**src/rtl/bram_weight_writer.sv**
```systemverilog
// bram_weight_writer: latches a flat vector of NUM_ELEMS elements on start,
// writes it into a single-port BRAM from BASE_ADDR upward, and optionally
// reads the region back and compares each word against the latched copy.
//
// Handshake: start is a request that is taken on any rising edge where the
// block is in IDLE or DONE; there is no ready signal, and start is ignored
// while busy. done is a level that stays high until the next accepted start.
module bram_weight_writer #(
  parameter int NUM_ELEMS    = 8,
  parameter int W            = 8,
  parameter int ADDR_WIDTH   = 18,
  parameter int BASE_ADDR    = 0,
  parameter int VERIFY       = 1,
  parameter int READ_LATENCY = 2,
  localparam int IDX_W       = (NUM_ELEMS > 1) ? $clog2(NUM_ELEMS) : 1
) (
  input  logic                    clk,
  input  logic                    rst_n,
  input  logic                    start,
  input  logic [NUM_ELEMS*W-1:0]  data_in,
  output logic                    bram_en,
  output logic                    bram_ren,
  output logic                    bram_wen,
  output logic [ADDR_WIDTH-1:0]   bram_addr,
  output logic [W-1:0]            bram_din,
  input  logic [W-1:0]            bram_dout,
  output logic                    busy,
  output logic                    done,
  output logic                    error,
  output logic [IDX_W-1:0]        err_index
);

  typedef enum logic [1:0] {
    S_IDLE   = 2'd0,
    S_WRITE  = 2'd1,
    S_VERIFY = 2'd2,
    S_DONE   = 2'd3
  } state_t;

  localparam logic [IDX_W-1:0]      LAST_IDX = IDX_W'(NUM_ELEMS - 1);
  localparam logic [ADDR_WIDTH-1:0] BASE     = ADDR_WIDTH'(BASE_ADDR);

  state_t                  state_q;
  logic [IDX_W-1:0]        idx_q;
  logic [W-1:0]            shadow_q [NUM_ELEMS];
  logic                    bram_en_q;
  logic                    bram_ren_q;
  logic                    bram_wen_q;
  logic [ADDR_WIDTH-1:0]   bram_addr_q;
  logic [W-1:0]            bram_din_q;
  logic                    busy_q;
  logic                    done_q;
  logic                    error_q;
  logic [IDX_W-1:0]        err_index_q;

  // Read-index pipeline: one entry per issued read, aged READ_LATENCY edges.
  logic [READ_LATENCY-1:0] pipe_vld_q;
  logic [IDX_W-1:0]        pipe_idx_q [READ_LATENCY];

  logic                    rd_issue_d;
  logic [IDX_W-1:0]        rd_idx_d;
  logic                    cmp_vld;
  logic [IDX_W-1:0]        cmp_idx;
  logic                    cmp_mismatch;

  // Decide whether a read is presented at this edge and which element it is.
  always_comb begin
    rd_issue_d = 1'b0;
    rd_idx_d   = '0;
    if (state_q == S_WRITE && idx_q == LAST_IDX && VERIFY != 0) begin
      rd_issue_d = 1'b1;
      rd_idx_d   = '0;
    end else if (state_q == S_VERIFY && bram_ren_q && idx_q != LAST_IDX) begin
      rd_issue_d = 1'b1;
      rd_idx_d   = idx_q + IDX_W'(1);
    end
  end

  // Compare the word arriving now against the latched element of the same index.
  always_comb begin
    cmp_vld      = pipe_vld_q[READ_LATENCY-1];
    cmp_idx      = pipe_idx_q[READ_LATENCY-1];
    cmp_mismatch = (bram_dout != shadow_q[cmp_idx]);
  end

  // Age issued read indices so they line up with the returning data.
  always_ff @(posedge clk or negedge rst_n) begin
    if (!rst_n) begin
      pipe_vld_q <= '0;
      for (int k = 0; k < READ_LATENCY; k++) pipe_idx_q[k] <= '0;
    end else begin
      pipe_vld_q[0] <= rd_issue_d;
      pipe_idx_q[0] <= rd_idx_d;
      for (int k = 1; k < READ_LATENCY; k++) begin
        pipe_vld_q[k] <= pipe_vld_q[k-1];
        pipe_idx_q[k] <= pipe_idx_q[k-1];
      end
    end
  end

  // Main FSM: sequences writes, then reads, and registers every output.
  always_ff @(posedge clk or negedge rst_n) begin
    if (!rst_n) begin
      state_q     <= S_IDLE;
      idx_q       <= '0;
      for (int i = 0; i < NUM_ELEMS; i++) shadow_q[i] <= '0;
      bram_en_q   <= 1'b0;
      bram_ren_q  <= 1'b0;
      bram_wen_q  <= 1'b0;
      bram_addr_q <= '0;
      bram_din_q  <= '0;
      busy_q      <= 1'b0;
      done_q      <= 1'b0;
      error_q     <= 1'b0;
      err_index_q <= '0;
    end else begin
      case (state_q)
        S_IDLE, S_DONE: begin
          if (start) begin
            for (int i = 0; i < NUM_ELEMS; i++) shadow_q[i] <= data_in[i*W +: W];
            state_q     <= S_WRITE;
            idx_q       <= '0;
            bram_en_q   <= 1'b1;
            bram_wen_q  <= 1'b1;
            bram_ren_q  <= 1'b0;
            bram_addr_q <= BASE;
            bram_din_q  <= data_in[W-1:0];
            busy_q      <= 1'b1;
            done_q      <= 1'b0;
            error_q     <= 1'b0;
            err_index_q <= '0;
          end
        end
        S_WRITE: begin
          if (idx_q == LAST_IDX) begin
            if (VERIFY != 0) begin
              state_q     <= S_VERIFY;
              idx_q       <= '0;
              bram_wen_q  <= 1'b0;
              bram_ren_q  <= 1'b1;
              bram_addr_q <= BASE;
            end else begin
              state_q    <= S_DONE;
              bram_en_q  <= 1'b0;
              bram_wen_q <= 1'b0;
              busy_q     <= 1'b0;
              done_q     <= 1'b1;
            end
          end else begin
            idx_q       <= idx_q + IDX_W'(1);
            bram_addr_q <= bram_addr_q + ADDR_WIDTH'(1);
            bram_din_q  <= shadow_q[idx_q + IDX_W'(1)];
          end
        end
        S_VERIFY: begin
          // Issue side: one read per edge until the last address, then drain.
          if (bram_ren_q) begin
            if (idx_q == LAST_IDX) begin
              bram_ren_q <= 1'b0;
            end else begin
              idx_q       <= idx_q + IDX_W'(1);
              bram_addr_q <= bram_addr_q + ADDR_WIDTH'(1);
            end
          end
          // Compare side: keep only the first mismatching index.
          if (cmp_vld) begin
            if (cmp_mismatch && !error_q) begin
              error_q     <= 1'b1;
              err_index_q <= cmp_idx;
            end
            if (cmp_idx == LAST_IDX) begin
              state_q    <= S_DONE;
              bram_en_q  <= 1'b0;
              bram_ren_q <= 1'b0;
              busy_q     <= 1'b0;
              done_q     <= 1'b1;
            end
          end
        end
        default: state_q <= S_IDLE;
      endcase
    end
  end

  assign bram_en   = bram_en_q;
  assign bram_ren  = bram_ren_q;
  assign bram_wen  = bram_wen_q;
  assign bram_addr = bram_addr_q;
  assign bram_din  = bram_din_q;
  assign busy      = busy_q;
  assign done      = done_q;
  assign error     = error_q;
  assign err_index = err_index_q;

endmodule

```
**config.mk**
```make
export PLATFORM = sky130hd
export DESIGN_NAME = bram_weight_writer
export DESIGN_NICKNAME = d
export VERILOG_FILES = /design/src/rtl/bram_weight_writer.sv
export SDC_FILE = /design/constraint.sdc
export NUM_CORES = 1
export LEC_CHECK = 0
export CAP_MARGIN = 0
export CORE_UTILIZATION = 46
export DETAILED_ROUTE_END_ITERATION = 7
export PLACE_DENSITY = 0.72
export SLEW_MARGIN = 10
export SYNTH_ARGS = -nofsm -noshare
export SYNTH_HDL_FRONTEND = slang
export SYNTH_SLANG_ARGS = --single-unit
```
**constraint.sdc**
```tcl
create_clock -name clk -period 2.9 [get_ports clk]
set_clock_uncertainty 0.05 [all_clocks]
set_input_delay 0.58 -clock clk [delete_from_list [all_inputs] [get_ports clk]]
set_output_delay 0.58 -clock clk [all_outputs]
set_load 0.01 [all_outputs]
```
==> run summary, run 1 <==
WL final: 13600 microns
Synth area leaders: dfrtp_1, mux2_2, mux4_2, mux2i_1, nand2_1
asr flop ratio synth: 1.00
max-cap violations: 0
Antenna Violating Nets Remaining: 0
syn_nets: 540
total die area: 0.0129 sq mm
global route total overflow: 0
Die Width: 114 microns
status: finished, final reports clean
initial antenna violation count: 0
Resized cells post-CTS: 0
dpl cell area: 0.00700 sq mm
CP Class: flip-flop to flip-flop
Core Area: 0.0121 sq mm
complex-gate fraction of the synthesized area: 0.0914
Mapped Area: 0.00572 sq mm
largest family of logic cells by synthesized area: multiplexers
Syn Inst Count: 459
RR Endpoint: err_index[1]
root buffer cell: clkbuf_16
antenna fix cells: 0
Post-Synth Simple-Gate Area: 0.0851
pre-CTS WS: 499 ps
# Post-CTS Setup Buffers: 0
Yosys top cell area share: 0.486
vias: 4157
Final Util: 0.605
power density over the cells: 967 mW/mm^2
die height: 114 microns
worst endpoint data arrival time: 2600 ps
max-slew violations: 0
initial core utilization: 0.474
Fin Hold WS: 157 ps
Layout Cells excl Fill: 738
sequential share of the synthesized area: 0.486
worst reg-to-reg path cell count: 6
number of synthesized flops with an enable pin: 0
Period minus WS final: 2430 ps
Hold Buf Count CTS: 0
reg2reg setup slack: 470 ps
Post-DP HPWL: 9800 microns
Fillers: 962
Final period util: 0.839
Synth Area in XOR/XNOR: 0.00612
fmax: 411 MHz
TritonCTS buffer count: 9
Post-synth top cells: dfrtp_1, mux2_2, nand2_1, o21ai_0, mux2i_1
unrepaired setup endpoints after global routing: false
post-synthesis mux area share: 0.287
Hold WC Path Type: input pin to asynchronous set/reset pin
clk sinks: 111
synth warn: 0
clock buffer depth: 2
Worst VDD drop: 0.444 mV
Adder-Cell Fraction of Synth Area: 0.0131
setup TNS: 0 ps
Clock Latency Late Sink: 350 ps
Reg2Reg Launch Point: cmp_idx[2]
design area: 0.00730 sq mm
Placed Cells: 722
row cnt: 40
Vias/cell: 5.63
TritonCTS clock tree: yes
largest net degree at the start of global routing: 66
type of origin of the critical path: flip-flop
final-stage net count: 646
Leakage Power: 2.94 nW
Reg clk slew, reported paths: 70 ps
first-pass GRT wire length: 21900 microns
relative slew slack: 0.544
CP max FO: 7
vias in the first global route: 4206
Mean Syn Cell Area: 12.5 sq um
Setup Viol. Count Final: 0
Ports: 110
CP Capture Type: flip-flop
count of final hold-check violations: 0
measured slew at the worst slew-check pin: 678 ps
GPL Wtd Cong: 0.827
GR Util All Layers: 0.223
PnR worst setup slack: 466 ps
ys flop type: dfrtp_1
layout cell share with drive strength beyond 1: 0.221
First DRT Iteration DRCs: 252
H-Tree Level Count: 3
drt wl/cell: 18.4 microns
count leader, synth: dfrtp_1
DR DRC count: 0
TritonRoute pass-1 iters: 4
total power: 7.06 mW
Port Buffers: 109
Storage cell area: 0.00278 sq mm
area delta synth->final: 27.7%
number of synthesized register bits: 111
Synth cell types: 44
Synth area leader: dfrtp_1
Required @ worst endpoint: 3070 ps
multi-input logic area: 0.00277 sq mm
-- how the worst max path moves through the flow --
stage	startpoint	end	slack (ps)	depth (start not counted)
floorplan	idx_q[0]	bram_din[6]	750	8
global placement	cmp_idx[0]	err_index[1]	590	7
detailed placement	cmp_idx[0]	err_index[1]	500	7
CTS	cmp_idx[2]	err_index[1]	470	6
global route	idx_q[0]	bram_addr[15]	290	8
finish	cmp_idx[2]	err_index[1]	470	6
-- power breakdown --
group          switching [mW]  total, mW  leakage (nW)  internal, mW
logic                    1.45       3.18          1.42          1.73
clock network           0.563       1.26         0.146         0.695
registers               0.480       2.62          1.37          2.14
total                    2.49       7.06          2.94          4.57
-- layout make-up --
class | count | share of cell area
sequential | 111 | 0.380
multi-input combinational | 313 | 0.379
timing repair buffer | 121 | 0.167
clock buffer | 11 | 0.0332
tap | 168 | 0.0288
clock inverter | 5 | 0.00771
inverter | 9 | 0.00463
-- registers in the layout, summed over array words and instances, names as in the netlist --
register    cells
done            1
cmp_idx         3
pipe_vld_q      2
pipe_idx_q      3
bram_din        8
err_index       3
shadow_q       64
busy            1
idx_q           3
state_q         2
bram_wen        1
bram_addr      18
error           1
bram_ren        1
-- worst max-delay path, stage by stage (launching register included) --
cell	delay [ps]
dfrtp_1	590
mux4_1	620
mux2i_1	180
xnor2_1	170
nor4_4	350
and3_2	250
o22ai_1	90
-- kinds of logic after synthesis --
group | Yosys count
and+or+nand+nor | 94
xor gates and xnor gates | 4
AOI/OAI and AO/OA | 86
muxes | 123
DFF | 111
buffers and inverters | 35
adders and majority gates | 6
-- layout by cell type (no fill, tap or decap), types with 5 or more instances in the layout --
cell type,instances
o21ai_0,29
a21oi_1,10
clkbuf_16,9
nand2_1,40
ha_1,6
clkdlybuf4s50_1,108
dfrtp_1,111
mux2_2,71
nor2_1,13
o21ai_1,11
a31oi_1,7
nor3_1,12
a22o_1,6
nor2b_1,5
nand3_1,6
mux4_2,19
o22ai_1,9
mux2i_1,24
inv_1,9
buf_4,10
mux4_1,5
-- per-layer routing --
layer	part of all wire	vias to the layer above	GRT usage
met5	0	-	0
met4	0.016	0	0.0684
met3	0.053	18	0.0569
met2	0.50	125	0.377
met1	0.43	2094	0.281
li1	-	1920	-
(Power assumes the default switching activity.)
==> run 2, diff against run 1 <==
==> constraint.sdc (replaced) <==
create_clock -name clk -period 2.3 [get_ports clk]
set_clock_uncertainty 0.05 [all_clocks]
set_input_delay 0.46 -clock clk [delete_from_list [all_inputs] [get_ports clk]]
set_output_delay 0.46 -clock clk [all_outputs]
set_load 0.01 [all_outputs]
==> run summary, run 2 (synthesized netlist as in run 1, its figures left out) <==
status: finished, final reports clean
commonest non-fill, non-tap cell in the layout: dfrtp_1
initial core utilization: 0.474
clk sinks: 111
row cnt: 40
GR Util All Layers: 0.229
TritonRoute pass-1 iters: 4
measured slew at the worst slew-check pin: 603 ps
Top reg by flops: shadow_q
CP Class: flip-flop to flip-flop
Fin Hold WS: 303 ps
DR DRC count: 0
Setup Viol. Count Final: 0
layout cell share with drive strength beyond 1: 0.247
Post-DP HPWL: 10100 microns
relative slew slack: 0.597
GPL Wtd Cong: 0.819
dpl cell area: 0.00709 sq mm
worst reg-to-reg path cell count: 6
vias in the first global route: 4370
TritonCTS buffer count: 9
type of origin of the critical path: flip-flop
CP Capture Type: flip-flop
# Post-CTS Setup Buffers: 0
worst setup path endpoint: err_index[0]
unrepaired setup endpoints after global routing: true
RR Endpoint: err_index[0]
TritonCTS clock tree: yes
H-Tree Level Count: 3
Final Util: 0.615
Worst VDD drop: 0.520 mV
Final period util: 0.984
Core Area: 0.0121 sq mm
Reg2Reg Launch Point: cmp_idx[0]
vias: 4193
design area: 0.00742 sq mm
max-slew violations: 0
Required @ worst endpoint: 2510 ps
Vias/cell: 5.58
WL final: 13700 microns
Hold WC Path Type: flip-flop to flip-flop
Period minus WS final: 2260 ps
max-cap violations: 0
Die Width: 114 microns
fmax: 442 MHz
final-stage net count: 659
number of flip-flops in the largest register: 64
largest net degree at the start of global routing: 65
reg2reg setup slack: 40 ps
initial antenna violation count: 0
first-pass GRT wire length: 22400 microns
Port Buffers: 109
Crit. Startpoint: cmp_idx[0]
clock buffer depth: 2
CP max FO: 4
drt wl/cell: 18.2 microns
worst endpoint data arrival time: 2480 ps
Leakage Power: 3.00 nW
global route total overflow: 0
Antenna Violating Nets Remaining: 0
root buffer cell: clkbuf_16
Reg clk slew, reported paths: 70 ps
Clock Latency Late Sink: 350 ps
die height: 114 microns
Ports: 110
power density over the cells: 1210 mW/mm^2
commonest cells after routing, fill and taps aside: dfrtp_1, clkdlybuf4s50_1, mux2_2, nand2_1, o21ai_0
area delta synth->final: 29.6%
total die area: 0.0129 sq mm
First DRT Iteration DRCs: 286
count of final hold-check violations: 0
antenna fix cells: 0
==> run 2: per-layer routing <==
metal  GRT usage  part of all wire  routed length, microns
met1       0.290              0.44                    5960
met4      0.0921             0.024                     329
met3      0.0399             0.041                     557
met2       0.391              0.50                    6830
met5           0                 0                       0
==> run 2: where the power goes <==
group | switching, mW | internal [mW]
clock network | 0.684 | 0.875
registers | 0.619 | 2.70
logic | 1.83 | 2.26
==> run 2: how the worst min path moves through the flow <==
stage | start | end | slack, ps | cells after the start
final | pipe_idx_q[4] | cmp_idx[1] | 300 | 0
after floorplan | rst_n | bram_addr[0] | 110 | 0
after CTS | pipe_idx_q[4] | cmp_idx[1] | 310 | 0
after global placement | pipe_vld_q[0] | pipe_vld_q[1] | 280 | 0
after global routing | pipe_idx_q[4] | cmp_idx[1] | 310 | 0
after detailed placement | pipe_idx_q[4] | cmp_idx[1] | 290 | 0
==> run 2: repair_timing <==
item	CTS	global route
hold buffers	1	0
setup endpoints to repair	3	4
endpoints found under the hold margin	21	0
pin swaps	0	3
gates resized for setup	1	7
==> run 2: layout make-up <==
cell class / count / area (sq um)
clock buffers: 13 / 250
clock inverters: 3 / 42.5
fillers: 989 / 4650
inverters: 9 / 33.8
multi-input cells: 313 / 2780
flip-flops and latches: 111 / 2780
well taps: 168 / 210
repair buffers: 134 / 1320
==> run 2: worst max-delay path: stages, from the launching register on <==
cell	delay (ps)
dfrtp_2	440
mux4_1	580
mux2i_2	220
xnor2_2	130
nor4_4	340
a41oi_2	210
o22ai_1	200
==> run 2: per-stage QoR <==
step                      TNS (ps)  power, mW  worst slack, ps  cells
after floorplan                  0       6.00              149    459
after global placement           0       7.27             55.6    734
after detailed placement     -48.1       7.43            -23.8    734
after CTS                        0       9.02             8.46    751
after global routing         -76.9       9.55            -34.6    751
final                            0       8.97             37.9    751
==> variant 1: new RTL, settings of run 1 <==
`ADDR_WIDTH`: 18 -> 16.
--- a/src/rtl/bram_weight_writer.sv
+++ b/src/rtl/bram_weight_writer.sv
@@ -8,7 +8,7 @@
 module bram_weight_writer #(
   parameter int NUM_ELEMS    = 8,
   parameter int W            = 8,
-  parameter int ADDR_WIDTH   = 18,
+  parameter int ADDR_WIDTH   = 16,
   parameter int BASE_ADDR    = 0,
   parameter int VERIFY       = 1,
   parameter int READ_LATENCY = 2,
Interface: changed (resized bram_addr); port bits go from 110 to 108. No check against the original RTL was run, so the function may have changed too.
==> variant 1 against run 1 <==
The flow now finishes with violations (design-rule violations); via count decreased by 6.1%; maximum frequency decreased by 6.3%; wire length down 9.1%; sequential cell count decreased by 2; clock power up 13%; design area is 2.9% lower; critical path type unchanged; setup slack worse by 0.16 ns; synthesized area down 3.8%; non-clock buffer count decreased by 4; total power shrank 1.0%.
==> variant 1: results (changes against run 1) <==
stage,metric,value,unit,change
pwr,P_leak,2.914,nW,was 2.943 nW
grt,met3 usage,3.702,%,was 5.685%
yosys,post-synthesis sequential area ratio,49.57,%,was 48.56%
sta,Slew HR,52.94,%,was 54.44%
sta,"Worst Setup Slack, final",0.3020,ns,was 0.4658 ns
setup_path,CP Max Fanout,11,,was 7
detailed_routing,Starting DRT DRC Count,225,,was 252
setup_path,R2R setup slack,0.30,ns,was 0.47 ns
detailed_routing,Routed WL,12.33,mm,was 13.57 mm
sta,Hold Slack,0.2246,ns,was 0.1566 ns
setup_path,slowest cell on the critical path,dfrtp_1,,was mux4_1
placed_design,GPL Wtd Cong,0.7511,,was 0.8266
grt,first-pass GRT wire length,20.18,mm,was 21.92 mm
setup_path,Critical Path AT,2.81,ns,was 2.60 ns
yosys,Yosys cell types,35,,was 44
grt,met1 Use GR,28.81,%,was 28.07%
setup_path,peak per-stage delay on the critical path,0.69,ns,was 0.62 ns
detailed_routing,post-route DRC violation count,4,,was 0
yosys,"Net Count, Synth",523,,was 540
placed_design,Place WS,0.2876,ns,was 0.4992 ns
grt,met2 Resource Use GR,34.38,%,was 37.72%
final_layout,nets,626,,was 646
outcome,failing checks,design-rule violations,,
final_layout,Fillers,911,,was 962
placed_design,dpl hpwl,8.987,mm,was 9.795 mm
grt,largest net degree at the start of global routing,65,,was 66
outcome,status,finished with violations,,was finished clean
pwr,Peak VDD IR,0.4768,mV,was 0.4435 mV
grt,total track usage,20.90,%,was 22.26%
placed_design,number of port buffers,107,,was 109
grt,vias in the first global route,3829,,was 4206
yosys,most frequent cells after synthesis,"dfrtp_1, mux2_2, mux2i_1",,"was dfrtp_1, mux2_2, nand2_1"
final_layout,proportion of layout cells with a drive suffix above 1,21.45,%,was 22.11%
-- variant 1: changes by cell type after synthesis, sizes merged, moves of 5 or more --
cell / change
a22oi: +6
a31oi: -5
and3: +7
mux2: -8
mux2i: +13
nand2: -5
nor2: +9
nor3: -10
o21ai: -9
o22ai: -8
xor2: +10
-- variant 1: metrics by stage --
step,util (%),cell area (µm²),std cells
final,61.59,7093,693
after global routing,61.59,7093,693
after CTS,61.59,7093,693
after detailed placement,58.57,6745,677
after global placement,58.57,6745,677
after floorplan,-,5503,442
-- variant 1: area by class of cell --
class                   count  area (µm²)  share of cell area [%]
inverters                   8       30.03                  0.4234
multi-input cells         300        2628                   37.04
well taps                 143       178.9                   2.522
repair buffers            117        1181                   16.65
flip-flops and latches    109        2728                   38.45
clock inverters             6       108.9                   1.535
clock buffers              10       239.0                   3.369
-- variant 1: power breakdown --
part | total (mW) | internal (mW) | switching (mW)
clock network | 1.42 | 0.868 | 0.553
registers | 2.54 | 2.11 | 0.423
logic | 3.03 | 1.66 | 1.37
total | 6.99 | 4.64 | 2.34
-- variant 1: critical path, delay by kind of cell, from the launching register on --
kind | cells | cell delay [ns]
compound gates | 2 | 0.58
flops | 1 | 0.69
mux | 3 | 0.98
xor+xnor | 1 | 0.21
-- variant 1: path summary, 6_finish.rpt --
path / to / cells after the start / from
min in group clk: pipe_vld_q[1] / 0 / pipe_vld_q[0]
worst min-delay path: shadow_q[19] / 1 / rst_n
worst max-delay path: err_index[1] / 6 / cmp_idx[2]
worst max register to register: err_index[1] / 6 / cmp_idx[2]
worst min register to register: pipe_vld_q[1] / 0 / pipe_vld_q[0]
max in group asynchronous: bram_addr[7] / 2 / rst_n
-- variant 1: kinds of logic after synthesis --
logic type | synth area share [%]
mux | 29.45
simple gates | 7.822
buf+inv | 2.728
fa+ha+maj | 1.364
compound gates | 6.844
xor+xnor | 2.228
flops | 49.57
-- variant 1: routing by layer --
layer	share of wire, %	up-vias	wire [µm]
li1	-	1821	-
met2	49	103	6044
met1	46	1969	5629
met4	1.3	0	160
met3	4.0	11	497
met5	0	-	0
==> variant 2: new RTL, config.mk and constraints of run 1 <==
Made on the original files. The 4 states of `state_t` get a one-hot encoding in 4 bits.
--- a/src/rtl/bram_weight_writer.sv
+++ b/src/rtl/bram_weight_writer.sv
@@ -30,11 +30,11 @@
   output logic [IDX_W-1:0]        err_index
 );
 
-  typedef enum logic [1:0] {
-    S_IDLE   = 2'd0,
-    S_WRITE  = 2'd1,
-    S_VERIFY = 2'd2,
-    S_DONE   = 2'd3
+  typedef enum logic [3:0] {
+    S_IDLE   = 4'b0001,
+    S_WRITE  = 4'b0010,
+    S_VERIFY = 4'b0100,
+    S_DONE   = 4'b1000
   } state_t;
 
   localparam logic [IDX_W-1:0]      LAST_IDX = IDX_W'(NUM_ELEMS - 1);
Function: same outputs for any inputs over 10 cycles, from zero or initial values and one cycle with rst_n low; not proved beyond that.
==> variant 2 against run 1 <==
Via count rose by 11%; total power decreased by 3.5%; synthesized area down 0.66%; largest cell class unchanged; wire length up 4.0%; setup slack worse by 0.36 ns; critical path type unchanged; design area grew 2.3%; non-clock buffer count is 1 lower; sequential cell count up 2.
==> variant 2: results (changes against run 1) <==
stage,metric,value,unit,change
detailed_routing,WL per Instance,16.59,µm,was 18.38 µm
cts,Post-CTS Setup Bufs,0,,unchanged
yosys,asr flop ratio synth,100.0,%,unchanged
yosys,synth warn,0,,unchanged
setup_path,R2R cell count,7,,was 6
sta,Slew HR,55.97,%,was 54.44%
placed_design,dpl hpwl,9.802,mm,was 9.795 mm
final_layout,Ant. Diodes,0,,unchanged
grt,largest net degree at the start of global routing,68,,was 66
detailed_routing,first-pass iteration count of the detailed router,5,,was 4
final_layout,max reg flops,64,,unchanged
detailed_routing,Vias,4633,,was 4157
grt,total track usage,23.72,%,was 22.26%
pwr,Peak VDD IR,0.4971,mV,was 0.4435 mV
yosys,"Net Count, Synth",664,,was 540
outcome,status,finished clean,,unchanged
cts,Worst-path clk slew,0.05,ns,was 0.07 ns
yosys,post-synthesis sequential area ratio,49.78,%,was 48.56%
placed_design,number of port buffers,109,,unchanged
grt,first-pass GRT wire length,23.38,mm,was 21.92 mm
setup_path,Critical Path AT,3.07,ns,was 2.60 ns
final_layout,Fillers,972,,was 962
setup_path,slowest cell on the critical path,nor4_1,,was mux4_1
setup_path,"CP delay by family, top",compound AO/OA/AOI/OAI gates,,was multiplexers
placed_design,Place WS,0.1763,ns,was 0.4992 ns
setup_path,RR Endpoint,err_index[1],,unchanged
setup_path,CP Max Fanout,9,,was 7
sta,"Worst Setup Slack, final",0.1056,ns,was 0.4658 ns
setup_path,startpoint types,register,,unchanged
grt,antenna violations before repair,0,,unchanged
final_layout,Top reg by flops,shadow_q,,unchanged
yosys,Yosys cell types,47,,was 44
cts,PostCTS Resize Cnt,0,,unchanged
cts,Worst-Skew Late Latency,0.41,ns,was 0.35 ns
pwr,P_leak,3.325,nW,was 2.943 nW
detailed_routing,Starting DRT DRC Count,335,,was 252
yosys,Synth top area share,49.32,%,was 48.56%
cts,Longest Clk Path Bufs,2,,unchanged
yosys,top post-synthesis cells by area,"dfrtp_1, nand2_1, mux4_2",,"was dfrtp_1, mux2_2, mux4_2"
final_layout,nets,770,,was 646
setup_path,CP endpoint kind,register,,unchanged
final_layout,proportion of layout cells with a drive suffix above 1,10.10,%,was 22.11%
cts,CTS Buf Count,17,,was 9
yosys,most frequent cells after synthesis,"nand2_1, dfrtp_1, mux2i_1",,"was dfrtp_1, mux2_2, nand2_1"
grt,vias in the first global route,4746,,was 4206
cts,htree depth,4,,was 3
setup_path,peak per-stage delay on the critical path,0.56,ns,was 0.62 ns
worst_hold_path,worst hold path class,primary input to async pin,,unchanged
setup_path,Critical R2R Launch,cmp_idx[0],,was cmp_idx[2]
cts,Hold Buf Count CTS,0,,unchanged
cts,Root Driver,clkbuf_16,,unchanged
placed_design,GPL Wtd Cong,0.8503,,was 0.8266
==> variant 2: changes by cell type after synthesis, moves of 5 or more <==
cell     change
a21oi_1      +7
a31oi_1      -7
buf_2       +11
mux2_2      -71
mux2i_1     +12
nand2_1    +180
nor2_1       +9
nor2b_1      -5
o21ai_0     -21
o21ai_1      -5
xnor2_1     +12
xor2_1       +7
==> variant 2: layout make-up <==
class                      count  area [µm²]  area share, %
clock buffer                  25       505.5          6.763
clock inverter                 5       52.55         0.7030
inverter                      10       37.54         0.5022
multi-input combinational    430        2658          35.55
sequential                   113        2829          37.85
tap                          147       183.9          2.461
timing repair buffer         120        1209          16.17
==> variant 2: cells by family (layout without fill, tap and decap cells) <==
kind of cell | Yosys count | in the layout | share of synthesized area [%]
and+or+nand+nor | 291 | 291 | 21.58
DFF | 113 | 113 | 49.78
AOI/OAI and AO/OA | 57 | 57 | 6.561
muxes | 56 | 56 | 14.33
buffers and inverters | 43 | 160 | 3.545
xor gates and xnor gates | 23 | 23 | 3.545
adders and majority gates | 3 | 3 | 0.6606
==> variant 2: through the flow <==
stage                     power, mW  hold slack, ns  cells  util [%]  cell area (µm²)
after floorplan               4.045          0.2344    586         -             5683
after global placement        4.763          0.2896    820     57.58             6917
after detailed placement      4.859          0.2885    820     57.58             6917
after CTS                     6.826          0.1555    850     62.23             7475
after global routing          7.209          0.1802    850     62.23             7475
final                         6.810          0.1278    850     62.23             7475
==> variant 2: metal layers <==
layer,share of wire (%),track usage (%)
met1,43,30.98
met4,2.0,7.895
met3,4.9,5.945
met5,0,0
met2,50,38.81
==> variant 2: where the power goes <==
group          internal [mW]  switching [mW]  total [mW]  leakage, nW
combinational           1.08            1.24        2.32         1.61
sequential              2.11           0.421        2.53         1.44
clock                   1.28           0.685        1.96        0.275
total                   4.47            2.34        6.81         3.33
